==> config.mk <==
export PLATFORM = sky130hd
export DESIGN_NAME = passcode_programmer
export DESIGN_NICKNAME = d
export VERILOG_FILES = /design/src/rtl/passcode_pkg.sv /design/src/rtl/btn_one_shot.sv /design/src/rtl/passcode_programmer.sv
export SDC_FILE = /design/constraint.sdc
export NUM_CORES = 1
export LEC_CHECK = 0
export ABC_AREA = 0
export CORE_UTILIZATION = 55
export CTS_BUF_LIST = sky130_fd_sc_hd__clkbuf_8
export DETAILED_ROUTE_END_ITERATION = 12
export PLACE_DENSITY = 0.76
export SKIP_CTS_REPAIR_TIMING = 1
export SLEW_MARGIN = 20
export SYNTH_ARGS = -nofsm -noshare
export SYNTH_HDL_FRONTEND = slang
export SYNTH_HIERARCHICAL = 1
export SYNTH_SLANG_ARGS = --single-unit
==> constraint.sdc <==
create_clock -name clk -period 6.45 [get_ports clk]
set_clock_uncertainty 0.15 [all_clocks]
set_input_delay 1.935 -clock clk [delete_from_list [all_inputs] [get_ports clk]]
set_output_delay 1.935 -clock clk [all_outputs]
set_load 0.02 [all_outputs]
==> src/rtl/passcode_pkg.sv <==
// Shared types and constants for the lock's passcode logic.
// Used by the programmer and the checker.
package passcode_pkg;

  localparam int DIGIT_W    = 4;
  localparam int NUM_DIGITS = 4;

  localparam logic [DIGIT_W*NUM_DIGITS-1:0] PASSCODE_DEFAULT = 16'h1224;

  typedef enum logic [1:0] {
    sIdle    = 2'd0,
    sNew     = 2'd1,
    sConfirm = 2'd2
  } prog_state_t;

  // MSB-first bar of how many digits the current phase has taken.
  function automatic logic [3:0] led_bar(input logic [1:0] n);
    logic [3:0] bar;
    case (n)
      2'd0:    bar = 4'b0000;
      2'd1:    bar = 4'b1000;
      2'd2:    bar = 4'b1100;
      default: bar = 4'b1110;
    endcase
    return bar;
  endfunction

endpackage

==> src/rtl/btn_one_shot.sv <==
// Active-low button to one-cycle press pulse.
// Two-flop synchronizer followed by a registered rising-edge detect.
module btn_one_shot (
  input  logic clk,
  input  logic rst_n,
  input  logic btn_n,
  output logic press
);

  logic s1_q, s1_d;
  logic s2_q, s2_d;
  logic s3_q, s3_d;
  logic press_q, press_d;

  always_comb begin
    s1_d    = ~btn_n;
    s2_d    = s1_q;
    s3_d    = s2_q;
    press_d = s2_q & ~s3_q;
  end

  always_ff @(posedge clk or negedge rst_n) begin
    if (!rst_n) begin
      s1_q    <= 1'b0;
      s2_q    <= 1'b0;
      s3_q    <= 1'b0;
      press_q <= 1'b0;
    end else begin
      s1_q    <= s1_d;
      s2_q    <= s2_d;
      s3_q    <= s3_d;
      press_q <= press_d;
    end
  end

  assign press = press_q;

endmodule

==> src/rtl/passcode_programmer.sv <==
// Lets an unlocked user replace the stored passcode.
// New code is entered twice and only committed on a full match.
module passcode_programmer
  import passcode_pkg::*;
#(
  parameter logic [15:0] DEFAULT_CODE   = PASSCODE_DEFAULT,
  parameter int unsigned TIMEOUT_CYCLES = 20 * 50_000_000
) (
  input  logic        clk,
  input  logic        rst_n,
  input  logic        btn0,
  input  logic [3:0]  SW,
  input  logic        prog_en,
  output logic [15:0] code,
  output logic        prog_busy,
  output logic        prog_ok,
  output logic        prog_fail,
  output logic [3:0]  led
);

  localparam int TW = $clog2(TIMEOUT_CYCLES);
  localparam logic [TW-1:0] TMR_LAST = TW'(TIMEOUT_CYCLES - 1);
  localparam logic [TW-1:0] TMR_ONE  = TW'(1);

  logic press;

  btn_one_shot u_os (
    .clk   (clk),
    .rst_n (rst_n),
    .btn_n (btn0),
    .press (press)
  );

  prog_state_t state_q, state_d;
  logic [1:0]  idx_q, idx_d;
  logic [NUM_DIGITS-1:0][DIGIT_W-1:0] shadow_q, shadow_d;
  logic [15:0] code_q, code_d;
  logic [TW-1:0] tmr_q, tmr_d;
  logic        ok_q, ok_d;
  logic        fail_q, fail_d;
  logic [3:0]  led_q, led_d;
  logic        last_dig;
  logic        tmr_hit;

  always_comb begin
    state_d  = state_q;
    idx_d    = idx_q;
    shadow_d = shadow_q;
    code_d   = code_q;
    ok_d     = 1'b0;
    fail_d   = 1'b0;
    last_dig = (idx_q == 2'd3);
    tmr_hit  = (tmr_q == TMR_LAST);

    unique case (state_q)
      sIdle: begin
        if (press && prog_en) begin
          state_d = sNew;
          idx_d   = 2'd0;
        end
      end
      sNew: begin
        if (!prog_en) begin
          state_d = sIdle;
          idx_d   = 2'd0;
          fail_d  = 1'b1;
        end else if (press) begin
          shadow_d[idx_q] = SW;
          if (last_dig) begin
            state_d = sConfirm;
            idx_d   = 2'd0;
          end else begin
            idx_d = idx_q + 2'd1;
          end
        end else if (tmr_hit) begin
          state_d = sIdle;
          idx_d   = 2'd0;
          fail_d  = 1'b1;
        end
      end
      sConfirm: begin
        if (!prog_en) begin
          state_d = sIdle;
          idx_d   = 2'd0;
          fail_d  = 1'b1;
        end else if (press) begin
          if (SW != shadow_q[idx_q]) begin
            state_d = sIdle;
            idx_d   = 2'd0;
            fail_d  = 1'b1;
          end else if (last_dig) begin
            state_d = sIdle;
            idx_d   = 2'd0;
            ok_d    = 1'b1;
            code_d  = {shadow_q[0], shadow_q[1],
                       shadow_q[2], shadow_q[3]};
          end else begin
            idx_d = idx_q + 2'd1;
          end
        end else if (tmr_hit) begin
          state_d = sIdle;
          idx_d   = 2'd0;
          fail_d  = 1'b1;
        end
      end
      default: begin
        state_d = sIdle;
        idx_d   = 2'd0;
      end
    endcase

    // Counter only runs while a sequence waits on the user.
    if (press || (state_d != state_q) || (state_q == sIdle)) begin
      tmr_d = '0;
    end else begin
      tmr_d = tmr_q + TMR_ONE;
    end

    led_d = (state_d == sIdle) ? 4'b0000 : led_bar(idx_d);
  end

  always_ff @(posedge clk or negedge rst_n) begin
    if (!rst_n) begin
      state_q  <= sIdle;
      idx_q    <= 2'd0;
      shadow_q <= '0;
      code_q   <= DEFAULT_CODE;
      tmr_q    <= '0;
      ok_q     <= 1'b0;
      fail_q   <= 1'b0;
      led_q    <= 4'b0000;
    end else begin
      state_q  <= state_d;
      idx_q    <= idx_d;
      shadow_q <= shadow_d;
      code_q   <= code_d;
      tmr_q    <= tmr_d;
      ok_q     <= ok_d;
      fail_q   <= fail_d;
      led_q    <= led_d;
    end
  end

  assign code      = code_q;
  assign prog_busy = (state_q != sIdle);
  assign prog_ok   = ok_q;
  assign prog_fail = fail_q;
  assign led       = led_q;

endmodule

==> results by group <==
Timing
  – Slew headroom: 28.8%
  – Unrepaired setup endpoints after global routing: false
  – Max Fclk: roughly 0.24 GHz
  – Final hold violations: 0
  – TNS Setup: 0 ns
  – Worst Max-Slew Pin Slew: 1.07 ns
  – Final period util: 65.4%
  – Final Slew Violations: 0
  – Setup Viol. Count Final: 0
  – Fin crit period: 4.22 ns

Clocking
  – Clk_lat worst skew: 0.37 ns
  – Clk root buf: clkbuf_8
  – H-tree depth: 3
  – Inserted Clock Buffers: 9
  – Clock-pin slew on the worst setup and hold paths: 0.09 ns
  – CTS tree: yes
  – Clock buffer depth: 2
  – # clock sinks: 75

Synthesis
  – Post-synth top cells: dfrtp_1, mux2_2, nor2_1
  – Number of flops mapped to enable cells by yosys: 0
  – Predominant post-synthesis flop cell: dfrtp_1
  – Syn Inst Count: 309
  – Async SR Flop Fraction: 100%
  – Average size of a mapped cell: 11.9 um2
  – Yosys top cell by area: dfrtp_1
  – Post-synthesis register bit count: between 70 and 80
  – Yosys warning count: 6
  – Synth top area cells: dfrtp_1, mux2_2, xnor2_1
  – Yosys top cell area share: 48.3%
  – Mapped Area: 3680 um2
  – Sequential area share after synthesis: between 50% and 60%
  – Mapped Nets: 326
  – Cell variety after synth: 45
  – Most common cell in the synthesized netlist: dfrtp_1

Cells and area
  – Share of layout cells above drive strength 1: 25.1%
  – Synth-to-layout area growth: 13.8%
  – Ant diodes: 0
  – # nets final: 358

Critical path
  – WS Path Type: primary input to flop
  – CP Cell Sequence: clkdlybuf4s50_1 -> xnor2_1 -> a41oi_2 -> a2111oi_4 -> o2111ai_4 -> nor3_2
  – CP max FO: 30
  – Max stage delay cell, worst path: o2111ai_4
  – Crit path largest cell delay: 0.58 ns
  – WP data arrival: 4.35 ns
  – Worst R2R Setup Slack: between 3 and 4 ns
  – Critical path launch point type: primary input
  – Critical Path End Type: flop
  – Worst Path Required: 6.58 ns

Power
  – Reg power frac: about half
  – Power Density: 254 nW/um2
  – Clock share of power: 33.2%
  – Int Pwr: slightly above 700 uW
  – P_leak: 1.74 nW
  – Final total power: 1.06 mW
  – Net Sw Frac: 32.0%
  – Peak VDD IR: 0.000190 V
  – Logic pwr share: 17.5%
  – Switching power total: 341 uW

Detailed routing
  – Initial DRC Count: about 130
  – Routed vias/inst: 5.64
  – DR vias: between 2000 and 2500
  – Final ANT Viol Nets: 0
  – Routed wire length: approximately 6600 um
  – DRT Pass-1 Iters: 4
  – Wire per inst: ~16 um
  – Drt drc: 0

Min path
  – Hold Path Class: flop to flop

Die
  – Initial Util: 57.6%
  – Io pins: 31
  – Row Count: 29
  – Die footprint: 7020 um2
  – Die Span X: 83.8 um
  – Die height: 83.8 um
  – Core Box Area: 6390 um2

Placed design
  – HPWL Detailed: 4500 um
  – Port-buffer cells: 29
  – Final Wtd Congestion: between 0.9 and 1

GRT
  – Global Route Usage Sum: 20.8%
  – Vias in the first global route: 2340
  – Congestion Overflow GR: 0
  – Initial antenna violation count: 0
  – Pin count of the biggest net entering global routing: 76
  – First-pass GRT wire length: 11400 um

Run status
  – Run status: finished, final reports clean

Run
  – MaxCap Viol Count: 0
==> per-stage QoR <==
step                instances  instance area, um2  worst slack [ns]  utilization [%]  hold WS [ns]
floorplan                 309                3680              2.87                -         0.181
global placement          407                4000              1.93             62.6         0.185
detailed placement        407                4000              1.85             62.6         0.189
CTS                       423                4190              2.22             65.6         0.211
global route              423                4190              2.07             65.6         0.233
finish                    423                4190              2.23             65.6         0.209
==> power by group through the flow <==
stage / combinational [mW] / sequential [mW] / clock [mW]
2_1_floorplan: 0.157 / 0.524 / 0
3_3_place_gp: 0.184 / 0.533 / 0
3_5_place_dp: 0.187 / 0.535 / 0
4_1_cts: 0.188 / 0.525 / 0.358
5_1_grt: 0.204 / 0.530 / 0.383
6_report: 0.186 / 0.525 / 0.353
==> worst paths after layout <==
check / startpoint / endpoint / cells after the start
max: SW[3] / tmr_q[3]$_DFF_PN0_ / 6
min: u_os/s1_q$_DFF_PN0_ / u_os/s2_q$_DFF_PN0_ / 0
max reg2reg: tmr_q[12]$_DFF_PN0_ / tmr_q[12]$_DFF_PN0_ / 6
min reg2reg: u_os/s1_q$_DFF_PN0_ / u_os/s2_q$_DFF_PN0_ / 0
max in group asynchronous: rst_n / tmr_q[29]$_DFF_PN0_ / 1
min in group asynchronous: rst_n / shadow_q[7]$_DFFE_PN0P_ / 1
==> registers in the layout, summed over array words and instances, names as in the netlist <==
signal and flops:
tmr_q 30, code 16, shadow_q 16, led 3
idx_q 2, state_q 2, prog_fail 1, prog_ok 1
u_os/press 1, u_os/s1_q 1, u_os/s2_q 1, u_os/s3_q 1
==> layer usage <==
metal | part of all wire [%] | GRT usage [%] | up-vias
met5 | 0 | 0 | -
met1 | 48 | 28.3 | 1193
met3 | 2.5 | 3.56 | 15
met2 | 47 | 32.7 | 39
li1 | - | - | 1137
met4 | 2.3 | 9.55 | 0
==> worst max-delay path, delay by kind of cell <==
family | cells | cell delay (ns)
AOI/OAI and AO/OA | 3 | 1.24
buffers and inverters | 1 | 0.50
and+or+nand+nor | 1 | 0.34
xor gates and xnor gates | 1 | 0.32
==> cells by family after synthesis <==
family	after synthesis	synth area share, %
muxes	36	12.2
xor gates and xnor gates	31	7.38
DFF	75	51.1
adders and majority gates	9	3.06
other	1	0.102
and+or+nand+nor	105	15.9
buffers and inverters	26	3.67
AOI/OAI and AO/OA	26	6.49
==> cell type report <==
| type | count | area [um2] |
|---|---|---|
| flip-flops and latches | 75 | 1880 |
| clock buffers | 9 | 124 |
| repair buffers | 30 | 295 |
| well taps | 77 | 96.3 |
| clock inverters | 7 | 65.1 |
| multi-input cells | 208 | 1660 |
| fillers | 493 | 2200 |
| inverters | 17 | 63.8 |
==> layout by cell type, fill, tap and decap left out, drive strengths merged, types with 3 or more instances in the layout <==
cell type,n
nand4,13
nor2,41
nand3,7
xor2,14
ha,9
and4,3
and3,3
o21ai,5
inv,22
dfstp,4
clkdlybuf4s50,28
a21oi,5
nand2,19
xnor2,17
dfrtp,71
mux2,32
mux4,4
a2111oi,3
clkbuf,9
nor3,8
(Power assumes the default switching activity.)
